==> src/rtl/mem_arbiter.sv <==
// mem_arbiter: shares one AXI4 master port (29-bit address, 512-bit data)
// between an instruction-fetch client (read-only, word) and an exec client
// (byte/word load/store). Only one single-beat transaction is in flight at a
// time, and clients are granted round-robin.
`timescale 1ns/1ps
module mem_arbiter #(
  parameter logic [3:0] AXI_ID_BASE = 4'h0
) (
  input  logic         clk,
  input  logic         rstn,
  // fetch client
  input  logic         req_valid0,
  input  logic [28:0]  req_addr0,
  output logic         req_ready0,
  output logic         resp_valid0,
  // exec client
  input  logic         req_valid1,
  input  logic         req_we1,
  input  logic [2:0]   req_size1,
  input  logic [28:0]  req_addr1,
  input  logic [31:0]  req_wdata1,
  output logic         req_ready1,
  output logic         resp_valid1,
  // shared response
  output logic [31:0]  resp_rdata,
  output logic         resp_err,
  // AXI AR
  output logic [28:0]  araddr,
  output logic [2:0]   arsize,
  output logic [3:0]   arid,
  output logic         arvalid,
  input  logic         arready,
  output logic [1:0]   arburst,
  output logic [7:0]   arlen,
  output logic [3:0]   arcache,
  output logic         arlock,
  output logic [2:0]   arprot,
  output logic [3:0]   arqos,
  // AXI R
  input  logic [511:0] rdata,
  input  logic [3:0]   rid,
  input  logic [1:0]   rresp,
  input  logic         rlast,
  input  logic         rvalid,
  output logic         rready,
  // AXI AW
  output logic [28:0]  awaddr,
  output logic [2:0]   awsize,
  output logic [3:0]   awid,
  output logic         awvalid,
  input  logic         awready,
  output logic [1:0]   awburst,
  output logic [7:0]   awlen,
  output logic [3:0]   awcache,
  output logic         awlock,
  output logic [2:0]   awprot,
  output logic [3:0]   awqos,
  // AXI W
  output logic [511:0] wdata,
  output logic [63:0]  wstrb,
  output logic         wlast,
  output logic         wvalid,
  input  logic         wready,
  // AXI B
  input  logic [3:0]   bid,
  input  logic [1:0]   bresp,
  input  logic         bvalid,
  output logic         bready
);

  typedef enum logic [1:0] {S_IDLE, S_RD, S_WR, S_RESP} state_t;

  state_t        state_q;
  logic          last_q;
  logic          gnt_q;
  logic          byte_q;
  logic [5:0]    lane_q;
  logic [28:0]   araddr_q, awaddr_q;
  logic [2:0]    arsize_q, awsize_q;
  logic [3:0]    arid_q, awid_q;
  logic          arvalid_q, rready_q, awvalid_q, wvalid_q, wlast_q, bready_q;
  logic [511:0]  wdata_q;
  logic [63:0]   wstrb_q;
  logic          req_ready0_q, req_ready1_q, resp_valid0_q, resp_valid1_q;
  logic [31:0]   resp_rdata_q;
  logic          resp_err_q;

  logic          gnt_any_d;
  logic          gnt_idx_d;
  logic          gnt_we_d;
  logic          gnt_byte_d;
  logic [28:0]   gnt_raw_d;
  logic [28:0]   gnt_addr_d;
  logic          aw_done_d;
  logic          w_done_d;

  // IDs are fixed by the single-outstanding rule; rlast is always 1 for len=0.
  logic unused_axi;
  assign unused_axi = ^{rid, bid, rlast};

  // Pick the 32-bit word or sign-extended byte out of a 512-bit beat.
  function automatic logic [31:0] lane_extract(input logic [511:0] data,
                                               input logic [5:0]   a,
                                               input logic         is_byte);
    logic [7:0] b;
    if (is_byte) begin
      b = data[a*8 +: 8];
      return {{24{b[7]}}, b};
    end
    return data[a[5:2]*32 +: 32];
  endfunction

  // Place store data on its lane; all other bits are zero.
  function automatic logic [511:0] lane_wdata(input logic [31:0] d,
                                              input logic [5:0]  a,
                                              input logic        is_byte);
    logic [511:0] w;
    w = '0;
    if (is_byte) w[a*8 +: 8] = d[7:0];
    else         w[a[5:2]*32 +: 32] = d;
    return w;
  endfunction

  // Byte strobes matching lane_wdata.
  function automatic logic [63:0] lane_wstrb(input logic [5:0] a,
                                             input logic       is_byte);
    logic [63:0] s;
    s = '0;
    if (is_byte) s[a] = 1'b1;
    else         s[a[5:2]*4 +: 4] = 4'hf;
    return s;
  endfunction

  // Round-robin choice and decode of the winning request.
  always_comb begin
    gnt_any_d = req_valid0 | req_valid1;
    gnt_idx_d = 1'b0;
    if (req_valid0 && req_valid1) gnt_idx_d = ~last_q;
    else if (req_valid1)          gnt_idx_d = 1'b1;
    gnt_we_d   = gnt_idx_d & req_we1;
    gnt_byte_d = gnt_idx_d & (req_size1 == 3'b000);
    gnt_raw_d  = gnt_idx_d ? req_addr1 : req_addr0;
    gnt_addr_d = gnt_byte_d ? gnt_raw_d : {gnt_raw_d[28:2], 2'b00};
    // A bvalid only counts once both AW and W have handshaken (this cycle or earlier).
    aw_done_d  = !awvalid_q || awready;
    w_done_d   = !wvalid_q  || wready;
  end

  // Transaction FSM with all AXI and client outputs registered.
  always_ff @(posedge clk) begin
    if (!rstn) begin
      state_q       <= S_IDLE;
      last_q        <= 1'b1;
      gnt_q         <= 1'b0;
      byte_q        <= 1'b0;
      lane_q        <= '0;
      araddr_q      <= '0;
      awaddr_q      <= '0;
      arsize_q      <= 3'b010;
      awsize_q      <= 3'b010;
      arid_q        <= '0;
      awid_q        <= '0;
      arvalid_q     <= 1'b0;
      rready_q      <= 1'b0;
      awvalid_q     <= 1'b0;
      wvalid_q      <= 1'b0;
      wlast_q       <= 1'b0;
      bready_q      <= 1'b0;
      wdata_q       <= '0;
      wstrb_q       <= '0;
      req_ready0_q  <= 1'b0;
      req_ready1_q  <= 1'b0;
      resp_valid0_q <= 1'b0;
      resp_valid1_q <= 1'b0;
      resp_rdata_q  <= '0;
      resp_err_q    <= 1'b0;
    end else begin
      req_ready0_q  <= 1'b0;
      req_ready1_q  <= 1'b0;
      resp_valid0_q <= 1'b0;
      resp_valid1_q <= 1'b0;
      case (state_q)
        S_IDLE: begin
          if (gnt_any_d) begin
            gnt_q  <= gnt_idx_d;
            last_q <= gnt_idx_d;
            byte_q <= gnt_byte_d;
            lane_q <= gnt_addr_d[5:0];
            if (gnt_idx_d) req_ready1_q <= 1'b1;
            else           req_ready0_q <= 1'b1;
            if (gnt_we_d) begin
              awaddr_q  <= gnt_addr_d;
              awsize_q  <= gnt_byte_d ? 3'b000 : 3'b010;
              awid_q    <= AXI_ID_BASE + {3'b000, gnt_idx_d};
              wdata_q   <= lane_wdata(req_wdata1, gnt_addr_d[5:0], gnt_byte_d);
              wstrb_q   <= lane_wstrb(gnt_addr_d[5:0], gnt_byte_d);
              awvalid_q <= 1'b1;
              wvalid_q  <= 1'b1;
              wlast_q   <= 1'b1;
              bready_q  <= 1'b1;
              state_q   <= S_WR;
            end else begin
              araddr_q  <= gnt_addr_d;
              arsize_q  <= gnt_byte_d ? 3'b000 : 3'b010;
              arid_q    <= AXI_ID_BASE + {3'b000, gnt_idx_d};
              arvalid_q <= 1'b1;
              rready_q  <= 1'b1;
              state_q   <= S_RD;
            end
          end
        end
        S_RD: begin
          if (arvalid_q && arready) arvalid_q <= 1'b0;
          if (rvalid && rready_q) begin
            rready_q     <= 1'b0;
            resp_rdata_q <= lane_extract(rdata, lane_q, byte_q);
            resp_err_q   <= |rresp;
            state_q      <= S_RESP;
          end
        end
        S_WR: begin
          if (awvalid_q && awready) awvalid_q <= 1'b0;
          if (wvalid_q && wready) begin
            wvalid_q <= 1'b0;
            wlast_q  <= 1'b0;
          end
          if (bvalid && bready_q && aw_done_d && w_done_d) begin
            bready_q   <= 1'b0;
            resp_err_q <= |bresp;
            state_q    <= S_RESP;
          end
        end
        S_RESP: begin
          if (gnt_q) resp_valid1_q <= 1'b1;
          else       resp_valid0_q <= 1'b1;
          state_q <= S_IDLE;
        end
        default: state_q <= S_IDLE;
      endcase
    end
  end

  assign req_ready0  = req_ready0_q;
  assign req_ready1  = req_ready1_q;
  assign resp_valid0 = resp_valid0_q;
  assign resp_valid1 = resp_valid1_q;
  assign resp_rdata  = resp_rdata_q;
  assign resp_err    = resp_err_q;

  assign araddr  = araddr_q;
  assign arsize  = arsize_q;
  assign arid    = arid_q;
  assign arvalid = arvalid_q;
  assign rready  = rready_q;
  assign awaddr  = awaddr_q;
  assign awsize  = awsize_q;
  assign awid    = awid_q;
  assign awvalid = awvalid_q;
  assign wdata   = wdata_q;
  assign wstrb   = wstrb_q;
  assign wlast   = wlast_q;
  assign wvalid  = wvalid_q;
  assign bready  = bready_q;

  assign arburst = 2'b01;
  assign awburst = 2'b01;
  assign arlen   = 8'd0;
  assign awlen   = 8'd0;
  assign arcache = 4'b0011;
  assign awcache = 4'b0011;
  assign arlock  = 1'b0;
  assign awlock  = 1'b0;
  assign arprot  = 3'd0;
  assign awprot  = 3'd0;
  assign arqos   = 4'd0;
  assign awqos   = 4'd0;

endmodule

==> config.mk <==
export PLATFORM = sky130hd
export DESIGN_NAME = mem_arbiter
export DESIGN_NICKNAME = d
export VERILOG_FILES = /design/src/rtl/mem_arbiter.sv
export SDC_FILE = /design/constraint.sdc
export NUM_CORES = 2
export LEC_CHECK = 0
export CAP_MARGIN = 20
export CORE_AREA = 2 2 532 534
export DETAILED_ROUTE_END_ITERATION = 8
export DIE_AREA = 0 0 534 536
export MAX_ROUTING_LAYER = met4
export PLACE_DENSITY_LB_ADDON = 0.25
export SLEW_MARGIN = 20
export SYNTH_ARGS = -nofsm -noshare
export SYNTH_HDL_FRONTEND = slang
export SYNTH_SLANG_ARGS = --single-unit
==> constraint.sdc <==
create_clock -name clk -period 5.2 [get_ports clk]
set_clock_uncertainty 0.2 [all_clocks]
set_input_delay 1.56 -clock clk [delete_from_list [all_inputs] [get_ports clk]]
set_output_delay 1.56 -clock clk [all_outputs]
set_load 0.05 [all_outputs]
==> impl_metrics.ini <==
[status]
status = finished, final reports clean

[clock_network]
cts_setup_buffers = 0
path_clk_slew_ns = 0.06
cts-hold-fix-buffers = 0
clockRootBuffer = clkbuf_16
cts_buffers = 89
cts_resized = 0
clock-sinks = 691
cts_tree = built
insertion_delay_ns = 0.72
clk_path_buf_depth = 3
htreeDepth = 3

[die]
fp-row-count = 195
pin_count = 1363
core_area_sq_um = 281000
die_h_um = 536
initial_core_util = 0.140
die_w_um = 534
die-area_sq_um = 286000

[synthesis]
synth.distinct_cells = 74
syn_area_sq_um = 39400
synthFlopType = dfxtp_1
ys_top_cells_by_area = dfxtp_1 (35%), mux4_2 (15%), a21oi_1 (7.7%), o21ai_0 (7.6%), clkbuf_1 (4.0%)
avgSynthCellArea_sq_um = 8.70
async_reset_ff_frac = 0
synth.most_common_cell = dfxtp_1
synth_commonest_cells = dfxtp_1 (691), a21oi_1 (602), o21ai_0 (599)
ys_seq_area_frac = 0.351
postSynthCellCount = 4522
yosysWarnings = 0
ys_ff_latch = 691
yosysTopAreaCellShare = 0.351
synth_area_leader_cell = dfxtp_1
synth_edf_count = 0

[layout]
drive_above_1_share = 0.173
layout.nets = 6401
areaGrowthSynthToFinish_pct = 58.8
nFillCells = 30700
fin_area_sq_um = 62500

[grt]
grt_max_degree = 195
antenna_found_initial = 112
grt-ovfl-total = 0
grt_pass1_wl_um = 420000
track_usage = 0.220
grt_pass1_vias = 44800

[critical_path]
crit_type = input pin to flip-flop
reg2regPathDepth = 12
crit_path_end_kind = flip-flop
worstPathArrival_ns = 5.21
r2r-end = wdata[260]
r2r-start = last_q
rrSetupSlack_ns = 1.43
start_kind = input pin
cp_max_fo = 8
required_ns = 5.59

[timing]
post-route-period-util = 0.927
maxSlewHeadroom = 0.261
finalSetupViolCount = 0
max_freq_mhz = 208
rsz0062_at_grt = false
hold_violations = 0
report.final.slew_viol_count = 0
worst_slew_pin_slew_ns = 1.10
min_period_ns = 4.82

[detailed_routing]
routed_wl_um = 321000
drt-initial-drc-count = 4618
via_per_inst = 4.81
drc = 0
vias = 46400
wl_per_cell_um = 33.2
drtPass1Iterations = 7
ant_nets = 0

[placement]
gp_congestion = 0.991
io_buffers = 1297
dp.final_hpwl_um = 254000
placed_area_sq_um = 59200

[worst_hold_path]
holdPathStages = 2
hold_end = wdata[7]
holdCritStartpoint = wdata[7]
hold_path_class = flip-flop to flip-flop

[power_and_ir_drop]
max-vdd-ir-drop_mv = 0.281
power.total_mw = 25.7
leakage_nw = 20.7
powerDensity_nw_per_um2 = 412

[job]
drv_cap = 0
[power breakdown]
group,total (mW),switching [mW],internal (mW)
clock,6.49,2.80,3.70
sequential,6.84,0.756,6.09
combinational,12.4,8.09,4.30
[sequential cells by signal, summed over array words and instances (netlist names), 2 cells and up]
name        cells
araddr         29
awaddr         29
wstrb          64
state_q         2
lane_q          6
resp_rdata     32
wdata         512
[area by class of cell]
cell class / instances / area, sq um / share of cell area
multi-input cells: 3214 / 23200 / 0.371
well taps: 3743 / 4680 / 0.0750
diodes: 90 / 225 / 0.00360
clock buffers: 129 / 2600 / 0.0416
clock inverters: 23 / 397 / 0.00635
repair buffers: 1754 / 17500 / 0.280
inverters: 12 / 48.8 / 0.000781
flip-flops and latches: 691 / 13900 / 0.222
[through the flow]
step | TNS (ns) | setup WS (ns) | util | cells | hold WS, ns
2_1_floorplan | 0 | 0.514 | - | 4574 | 0.202
3_3_place_gp | -21.62 | -0.383 | 0.211 | 9413 | 0.242
3_5_place_dp | -27.44 | -0.322 | 0.211 | 9413 | 0.245
4_1_cts | 0 | 0.424 | 0.222 | 9565 | 0.252
5_1_grt | 0 | 0.262 | 0.222 | 9645 | 0.270
6_report | 0 | 0.381 | 0.222 | 9656 | 0.251
[layer usage]
metal / GRT usage / part of all wire / routed length (um)
met5: - / 0 / 0
met4: 0.140 / 0.074 / 23700
met3: 0.0469 / 0.073 / 23400
met2: 0.382 / 0.50 / 161000
met1: 0.226 / 0.35 / 112000
[placed cells by master (no fill, tap or decap), drive strengths merged, types with 21 or more instances in the layout]
master and n:
a211oi 25, a21oi 603, a221oi 104, a311oi 30, a31oi 229, a32oi 87, and2 21, buf 486
clkbuf 129, clkdlybuf4s50 1268, conb 54, dfxtp 691, diode 90, mux2i 57, mux4 266, nand2 197
nand2b 31, nand3 309, nand4 105, nor2 225, nor3 49, nor4 23, o21ai 599
[cell families after synthesis]
logic type      share of synthesized area
compound gates                      0.263
xor+xnor                          0.00134
fa+ha+maj                         0.00350
buf+inv                            0.0735
flops                               0.351
mux                                 0.173
other cells                      0.000191
simple gates                        0.133
[worst max-delay path, stage by stage]
cell	delay (ns)
clkdlybuf4s50_1	0.51
a21boi_4	0.34
mux2i_4	0.41
ha_1	0.38
buf_4	0.21
inv_1	0.08
buf_12	0.13
xnor2_2	0.42
nor4_2	0.14
buf_4	0.18
a21oi_1	0.42
buf_4	0.30
o21ai_0	0.12
[how the worst max path moves through the flow]
stage	start	endpoint	slack, ns	cells after the start
after floorplan	req_valid1	wdata[450]	0.51	12
after global placement	req_valid0	wdata[296]	-0.38	13
after detailed placement	req_valid1	wdata[102]	-0.32	13
after CTS	req_valid1	wdata[102]	0.42	13
after global routing	req_valid1	wdata[307]	0.26	14
final	req_valid1	wdata[260]	0.38	13
Note: power is estimated with default switching activity, not from simulation.
